<file path="src/rtl/viterbi_dec.sv">
// rtl/viterbi_dec.sv - K=3 rate-1/2 hard-decision Viterbi decoder, register-exchange survivors
// Defining VITERBI_ERRCNT_EN builds the saturating symbol-error counter behind err_cnt.
module viterbi_dec #(
    parameter int TB_LEN = 15,
    parameter int PM_W   = 6
) (
    input  logic        clk,
    input  logic        reset,
    input  logic        din,
    input  logic        din_valid,
    output logic        dout,
    output logic        dout_valid,
    output logic [15:0] err_cnt
);
    localparam int CW = $clog2(TB_LEN + 1);
    localparam logic [PM_W-1:0] PM_INIT = PM_W'(1) << (PM_W - 2);
    localparam logic [CW-1:0] CNT_MAX = CW'(TB_LEN);

    function automatic logic [1:0] bm_f(input logic [1:0] s, input logic u,
                                        input logic r0, input logic r1);
        logic g0;
        logic g1;
        g0 = u ^ s[1] ^ s[0];
        g1 = u ^ s[0];
        return {1'b0, r0 ^ g0} + {1'b0, r1 ^ g1};
    endfunction

    // Strict compare keeps the lowest index on ties.
    function automatic logic [1:0] best_f(input logic [3:0][PM_W-1:0] m);
        logic [1:0] b;
        b = 2'd0;
        for (int i = 1; i < 4; i++) begin
            if (m[i] < m[b]) b = 2'(i);
        end
        return b;
    endfunction

    logic                         phase_q, phase_d;
    logic                         r0_q, r0_d;
    logic [3:0][PM_W-1:0]         pm_q, pm_d;
    logic [3:0][TB_LEN-1:0]       surv_q, surv_d;
    logic [CW-1:0]                cnt_q, cnt_d;
    logic                         pend_q, pend_d;
    logic                         dout_q, dout_d;
    logic                         dout_valid_q, dout_valid_d;

    logic                         step;
    logic [3:0][PM_W-1:0]         acs_pm;
    logic [3:0][TB_LEN-1:0]       acs_surv;
    logic [1:0]                   best_q;
`ifdef VITERBI_ERRCNT_EN
    logic [3:0][1:0]              acs_bm;
`endif

    assign step = phase_q & din_valid;

    // Next state {u, s[1]} has predecessors {ns[0], 0} and {ns[0], 1}; din is r1 on a step.
    for (genvar g = 0; g < 4; g++) begin : g_acs
        localparam logic [1:0] NS = 2'(g);
        localparam logic [1:0] PA = {NS[0], 1'b0};
        localparam logic [1:0] PB = {NS[0], 1'b1};
        localparam logic       U  = NS[1];
        logic [1:0]      bm_a, bm_b;
        logic [PM_W-1:0] m_a, m_b;
        logic            take_b;
        assign bm_a   = bm_f(PA, U, r0_q, din);
        assign bm_b   = bm_f(PB, U, r0_q, din);
        assign m_a    = pm_q[PA] + PM_W'(bm_a);
        assign m_b    = pm_q[PB] + PM_W'(bm_b);
        assign take_b = m_b < m_a;
        assign acs_pm[g]   = take_b ? m_b : m_a;
        assign acs_surv[g] = take_b ? {surv_q[PB][TB_LEN-2:0], U}
                                    : {surv_q[PA][TB_LEN-2:0], U};
`ifdef VITERBI_ERRCNT_EN
        assign acs_bm[g]   = take_b ? bm_b : bm_a;
`endif
    end

    assign best_q = best_f(pm_q);

    always_comb begin
        phase_d      = phase_q;
        r0_d         = r0_q;
        pm_d         = pm_q;
        surv_d       = surv_q;
        cnt_d        = cnt_q;
        pend_d       = 1'b0;
        dout_d       = dout_q;
        dout_valid_d = 1'b0;
        if (din_valid) begin
            phase_d = ~phase_q;
            if (!phase_q) r0_d = din;
        end
        if (step) begin
            pm_d   = acs_pm;
            surv_d = acs_surv;
            if (acs_pm[0][PM_W-1] & acs_pm[1][PM_W-1] & acs_pm[2][PM_W-1] & acs_pm[3][PM_W-1]) begin
                for (int i = 0; i < 4; i++) pm_d[i][PM_W-1] = 1'b0;
            end
            if (cnt_q != CNT_MAX) cnt_d = cnt_q + CW'(1);
            pend_d = (cnt_d == CNT_MAX);
        end
        // Output is taken the edge after the step, from the freshly stored metrics.
        if (pend_q) begin
            dout_d       = surv_q[best_q][TB_LEN-1];
            dout_valid_d = 1'b1;
        end
    end

    always_ff @(posedge clk or posedge reset) begin
        if (reset) begin
            phase_q      <= 1'b0;
            r0_q         <= 1'b0;
            pm_q         <= {PM_INIT, PM_INIT, PM_INIT, {PM_W{1'b0}}};
            surv_q       <= '0;
            cnt_q        <= '0;
            pend_q       <= 1'b0;
            dout_q       <= 1'b0;
            dout_valid_q <= 1'b0;
        end else begin
            phase_q      <= phase_d;
            r0_q         <= r0_d;
            pm_q         <= pm_d;
            surv_q       <= surv_d;
            cnt_q        <= cnt_d;
            pend_q       <= pend_d;
            dout_q       <= dout_d;
            dout_valid_q <= dout_valid_d;
        end
    end

    assign dout       = dout_q;
    assign dout_valid = dout_valid_q;

`ifdef VITERBI_ERRCNT_EN
    logic [15:0] err_q, err_d;
    logic [1:0]  best_new;

    // Normalisation clears the same bit in all four metrics, so ordering is unaffected.
    always_comb begin
        best_new = best_f(acs_pm);
        err_d    = err_q;
        if (step && acs_bm[best_new] != 2'd0 && err_q != 16'hFFFF) err_d = err_q + 16'd1;
    end

    always_ff @(posedge clk or posedge reset) begin
        if (reset) err_q <= 16'd0;
        else       err_q <= err_d;
    end

    assign err_cnt = err_q;
`else
    assign err_cnt = 16'd0;
`endif

endmodule

</file>
<file path="config.mk">
export PLATFORM = sky130hd
export DESIGN_NAME = viterbi_dec
export DESIGN_NICKNAME = d
export VERILOG_FILES = /design/src/rtl/viterbi_dec.sv
export SDC_FILE = /design/constraint.sdc
export NUM_CORES = 1
export LEC_CHECK = 0
export ABC_CLOCK_PERIOD_IN_PS = 3900
export CAP_MARGIN = 0
export CORE_MARGIN = 10
export CORE_UTILIZATION = 35
export DETAILED_ROUTE_END_ITERATION = 8
export GPL_ROUTABILITY_DRIVEN = 0
export GPL_TIMING_DRIVEN = 0
export PLACE_DENSITY_LB_ADDON = 0.12
export RECOVER_POWER = 50
export SETUP_SLACK_MARGIN = 0.02
export SYNTH_ARGS = -nofsm -noshare
export SYNTH_HDL_FRONTEND = slang
export SYNTH_SLANG_ARGS = --single-unit
</file>
<file path="constraint.sdc">
create_clock -name clk -period 3.9 [get_ports clk]
set_input_delay 0.585 -clock clk [delete_from_list [all_inputs] [get_ports clk]]
set_output_delay 0.585 -clock clk [all_outputs]
set_load 0.02 [all_outputs]
</file>
After elaboration in Yosys (flattened, before gate mapping)

Index checks and enable logic that the tools add are counted.

Bits in registers: 93
Latch bits: 0
Bits in writable memories: 0
Memory bits (read-only): 0
Input port bits: 4
Output and inout bits: 18
Word-level logic and storage cells: 72
Memories: 0

Add/sub/neg operators: 13
$mul: 0
Divide/modulo/power cells: 0
Order comparisons: 10
Eq/ne operators: 2
Shifts and indexed selects: 0
Mux-type cells: 25
Bitwise gates (word level): 7
Reduce and logical (&&, ||, !) cells: 1

Operator list:

| operator              | count |
|---|---|
| $mux W15              | 5 |
| $add A6 B2 Y6         | 8 |
| $lt A6 B6 Y1          | 7 |
| $mux W6               | 6 |
| $bmux W15 S2          | 1 |
| $bmux W6 S2           | 2 |
| $add A1 B1 Y2         | 4 |
| $mux W4               | 2 |
| $mux W1               | 7 |
| $lt A2 B3 Y1 const B  | 2 |
| $add A4 B1 Y4 const B | 1 |
| $and A1 B1 Y1         | 4 |
| $eq A4 B4 Y1 const B  | 1 |
| $mux W2               | 2 |
| $ne A4 B4 Y1 const B  | 1 |
| $lt A1 B3 Y1 const B  | 1 |
| $not A1 Y1            | 3 |
| $reduce_and A2 Y1     | 1 |

Depth between registers and ports, before layout

Depth after elaboration: 12
Mapped depth: 23

Least setup slack after synthesis

No wires, ideal clock.

Kind: register to register
Start point: reg pm_q[2] in the netlist's numbering
End point: reg dout_q, in the netlist dout
Library setup time: 0.124 ns
Arrival: 4.000 ns
Path slack: -0.224 ns
Stages on the path, launching flop included: 24
Cells stage by stage: dfrtp_1 -> clkbuf_1 -> inv_1 -> ha_1 -> a21oi_1 -> o21ai_0 -> o21bai_1 -> buf_4 -> mux2i_1 -> ha_1 -> a211oi_1 -> o21ai_0 -> nor4_1 -> a21oi_1 -> nand2_1 -> nor2_1 -> a21oi_1 -> ha_1 -> a21o_1 -> a21o_1 -> a21oi_1 -> o21a_1 -> a221o_1 -> nand3_1

Longest elaborated chain between the ends: 12

Ends and longest elaborated chain:

| element                            | RTL line | text |
|---|---|---|
| from (decl)                        | 40       | `logic [3:0][PM_W-1:0] pm_q, pm_d;` |
| from (signal assigned)             | 114      | `pm_q <= {PM_INIT, PM_INIT, PM_INIT, {PM_W{1'b0}}};` |
| from (signal assigned)             | 123      | `pm_q <= pm_d;` |
| $lt A6 B6 Y1                       | 33       | `if (m[i] < m[b]) b = 2'(i);` |
| $mux W1                            | 33       |  |
| $bmux W6 S2                        | 33       |  |
| $mux W6 (implied by the code)      | 33       |  |
| $lt A6 B6 Y1                       | 33       |  |
| $mux W2                            | 33       |  |
| $bmux W6 S2                        | 33       |  |
| $mux W6 (implied by the code)      | 33       |  |
| $lt A6 B6 Y1                       | 33       |  |
| $mux W2 (*)                        | 33       |  |
| $bmux W15 S2 (*)                   | 105      | `dout_d = surv_q[best_q][TB_LEN-1];` |
| $mux W15 (implied by the code) (*) | 105      |  |
| to (signal assigned)               | 127      | `dout_q <= dout_d;` |
| to (decl)                          | 44       | `logic dout_q, dout_d;` |

Mark *: on every way between the ends. The rest lies on a longest branch, timed or not. The select of a mux whose other input is x is not followed.
A chain may end at the register's enable or synchronous reset.

Worst setup path in the final report

Start point: reg pm_q[11] in the netlist's numbering
End point: reg dout_q, in the netlist dout

The elaborated chain is that of the path after synthesis.

==> key figures <==
Run status
  – Result of the run: finished with violations
  – Violated checks: capacitance limit, slew limit, setup timing

Layout
  – NumNets Final: 783
  – Final standard cell area without fillers: 7443 sq um
  – Most used cells in the layout excluding fill and tap cells: 108 x nand2_1, 80 x dfrtp_1, 79 x o21ai_0
  – Fraction of final layout cells sized beyond drive strength 1: 22.65%
  – Number of antenna cells inserted: 0
  – Commonest non-fill, non-tap cell in the layout: nand2_1
  – Area Overhead vs Synth: 24.56%

Logic synthesis
  – Count of flip-flops with a built-in enable after synthesis: 0
  – Combined area of all synthesized cells: 5976 sq um
  – Cells after Synth: 649
  – Share of async-settable or async-resettable flops after synthesis: 100.0%
  – Top_reg_cell synth: dfrtp_1
  – Library cells used by synthesis: 44
  – Portion of synthesized cell area occupied by the leading cell type: 35.59%
  – Cell types occupying the most area after synthesis: dfrtp_1 36%, ha_1 11%, mux2i_1 10%, o21ai_0 7.2%, nand2_1 6.8%
  – Mean instance size in the synthesized netlist: 9.208 sq um
  – Sequential-to-total area share from yosys stat: 36.91%
  – Warnings, synthesis: 0
  – Largest area contributor in the synthesized netlist: dfrtp_1
  – Seq cells post-synth: 88

Timing
  – Worst hold slack after final layout: 442.7 ps
  – Final WS setup: -152.4 ps
  – Share of the cycle needed by the critical path after routing: 103.9%
  – Setup repair after global routing missed its margin: yes
  – Final setup violation count: 1
  – Period minus WS final: 4052 ps
  – Count of final max-slew check failures: 60
  – Pin slew with the least headroom to its limit: 1513 ps
  – Maximum clock rate: 246.8 MHz
  – Hold violation count in the final report: 0
  – Setup Skew: 9.196 ps
  – Slew headroom: -0.8665%

Floorplanning
  – Total number of placement rows: 47
  – Die Area: 22700 sq um
  – IO Pins: 22
  – Floorplan core area: 16640 sq um
  – Die Width: 150.7 um
  – Initial core utilization: 35.91%
  – Die height: 150.7 um

Global route
  – Total track usage: 14.60%
  – Residual overflow from global routing: 0
  – Maximum number of pins on one net before global-route repair: 60
  – Number of antenna violations at the first check in global routing: 0
  – Wire length of the first global-routing pass: 25700 um
  – Via count of the first global-routing pass: 4822

CTS
  – Buffer levels on the longest clock path: 2
  – CTS sink cnt: 88
  – CTS tree: built
  – Number of hold buffers added after cts: 0
  – Clock-pin transition on the worst setup and hold timing paths: 70 ps
  – CTS Buf Count: 9
  – Max H-tree Level: 3
  – Cell at the root of the clock tree: clkbuf_16
  – Clock latency on the worst-skew pair: 350 ps

Critical path
  – Sort of element at the end of the critical path: flop
  – Startpoint Class: flop
  – Critical path origin: pm_q[11]$_DFFE_PP0P_
  – Data required time of the worst path: 4190 ps
  – Startpoint of the most critical register-to-register path: pm_q[11]$_DFFE_PP0P_
  – Maximum fanout count along the critical path: 5
  – Class of the most critical setup path: reg2reg
  – Arrival time at the worst endpoint: 4340 ps

Drt
  – Met1 Wirelength: 7362 um
  – Number of violations reported at the end of detailed-routing iteration 0: 243
  – Residual DRC: 0
  – Metal2 WL: 7816 um
  – Routed length on met3: 610 um
  – Total via count after detailed routing: 4739
  – Number of nets still failing antenna checks after routing: 0
  – Detailed-router iteration count before antenna repair: 4
  – Average detailed-routed wire length per instance: 17.06 um
  – Routed wire length: 16110 um
  – Uppermost routed layer: met4
  – Vias per inst: 5.020

Hold path
  – Worst hold path class: reg2reg
  – Worst min-delay path startpoint: pend_q$_DFF_PP0_

Placed design
  – DP Worst Slack: -868.5 ps
  – Port buffer count: 5
  – Final HPWL DP: 11390 um
  – Total placed instance area: 6406 sq um

Flow run
  – Number of maximum-capacitance constraint violations: 1
[path summary, 6_finish.rpt]
check	slack, ps	to	depth (start not counted)
worst max-delay path	-150	dout$_DFFE_PP0P_	20
worst min-delay path	440	dout_valid$_DFF_PP0_	0
worst max register to register	-150	dout$_DFFE_PP0P_	20
worst min register to register	440	dout_valid$_DFF_PP0_	0
max in group asynchronous	730	pm_q[7]$_DFFE_PP0P_	3
min in group asynchronous	1000	surv_q[40]$_DFFE_PP0P_	2
[critical path, cell delays in order, from the launching register on]
cell	delay (ps)
dfrtp_2	440
ha_4	260
a21oi_2	150
o21ai_2	70
o21bai_1	170
buf_6	150
buf_4	140
mux2i_4	190
ha_4	190
a211oi_4	250
o21ai_2	120
nor4_2	300
a21oi_2	110
nand2_4	110
a21oi_1	80
ha_1	320
and4_1	210
o21ai_2	80
o21bai_4	190
a221o_1	360
nand3_1	80
[final cells by class]
class,instances,area [sq um]
Clock buffer,9,225.2
Multi-Input combinational cell,507,3919
Tap cell,220,275.3
Buffer,48,291.5
Timing Repair Buffer,43,332.8
Clock inverter,7,101.3
Fill cell,1547,9199
Inverter,22,86.33
Sequential cell,88,2212
[through the flow]
| stage | setup TNS (ps) | instances | utilization [%] |
|---|---|---|---|
| 2_1_floorplan | 0 | 664 | - |
| 3_3_place_gp | -65670 | 889 | 38.31 |
| 3_5_place_dp | -30610 | 890 | 38.49 |
| 4_1_cts | -65.59 | 936 | 43.09 |
| 5_1_grt | -453.1 | 944 | 44.73 |
| 6_report | -152.4 | 944 | 44.73 |
[cells in the mapped netlist, types with 3 or more instances]
| cell type | n |
|---|---|
| a21oi_1 | 31 |
| nand4_1 | 4 |
| ha_1 | 52 |
| nor3b_1 | 4 |
| clkbuf_1 | 24 |
| xnor2_1 | 23 |
| buf_2 | 4 |
| inv_1 | 22 |
| nor2_1 | 30 |
| buf_4 | 20 |
| and3_1 | 3 |
| nand2_1 | 109 |
| o21ai_0 | 86 |
| mux2i_1 | 62 |
| nand3_1 | 15 |
| dfrtp_1 | 85 |
| dfstp_2 | 3 |
| mux2_2 | 3 |
| fa_1 | 8 |
| nand2b_1 | 7 |
| xor2_1 | 11 |
| a21o_1 | 16 |
[sequential cells by signal (all words and copies together), names as in the netlist]
name,count
cnt_q,4
phase_q,1
pend_q,1
pm_q,24
r0_q,1
dout_valid,1
dout,1
surv_q,55
[cells by family (layout without fill, tap and decap cells)]
kind of cell / Yosys count / count (layout) / synth area share [%]
XOR/XNOR: 34 / 34 / 4.983
buffers and inverters: 70 / 129 / 5.737
adder cells (fa/ha/maj): 60 / 60 / 13.57
other: 1 / 16 / 0.06275
multiplexers: 65 / 65 / 10.95
flip-flops: 88 / 88 / 36.91
AO/OA/AOI/OAI: 151 / 151 / 14.91
AND/OR/NAND/NOR: 180 / 181 / 12.88
[what timing repair did]
item | in CTS | in global routing
pin swaps | 25 | 25
resized for setup | 50 | 48
endpoints found under the setup margin | 52 | 61
setup buffers | 29 | 8
gates cloned | 1 | 0
[layer usage]
| layer | vias up | global-route usage, % |
|---|---|---|
| met5 | - | 0 |
| met4 | 0 | 4.427 |
| met3 | 20 | 3.421 |
| met2 | 76 | 24.18 |
| met1 | 2281 | 18.47 |
| li1 | 2362 | - |
Power is left out: the tool's default activity adds up to more than one toggle a clock period on the data nets, which glitch-free logic cannot reach.
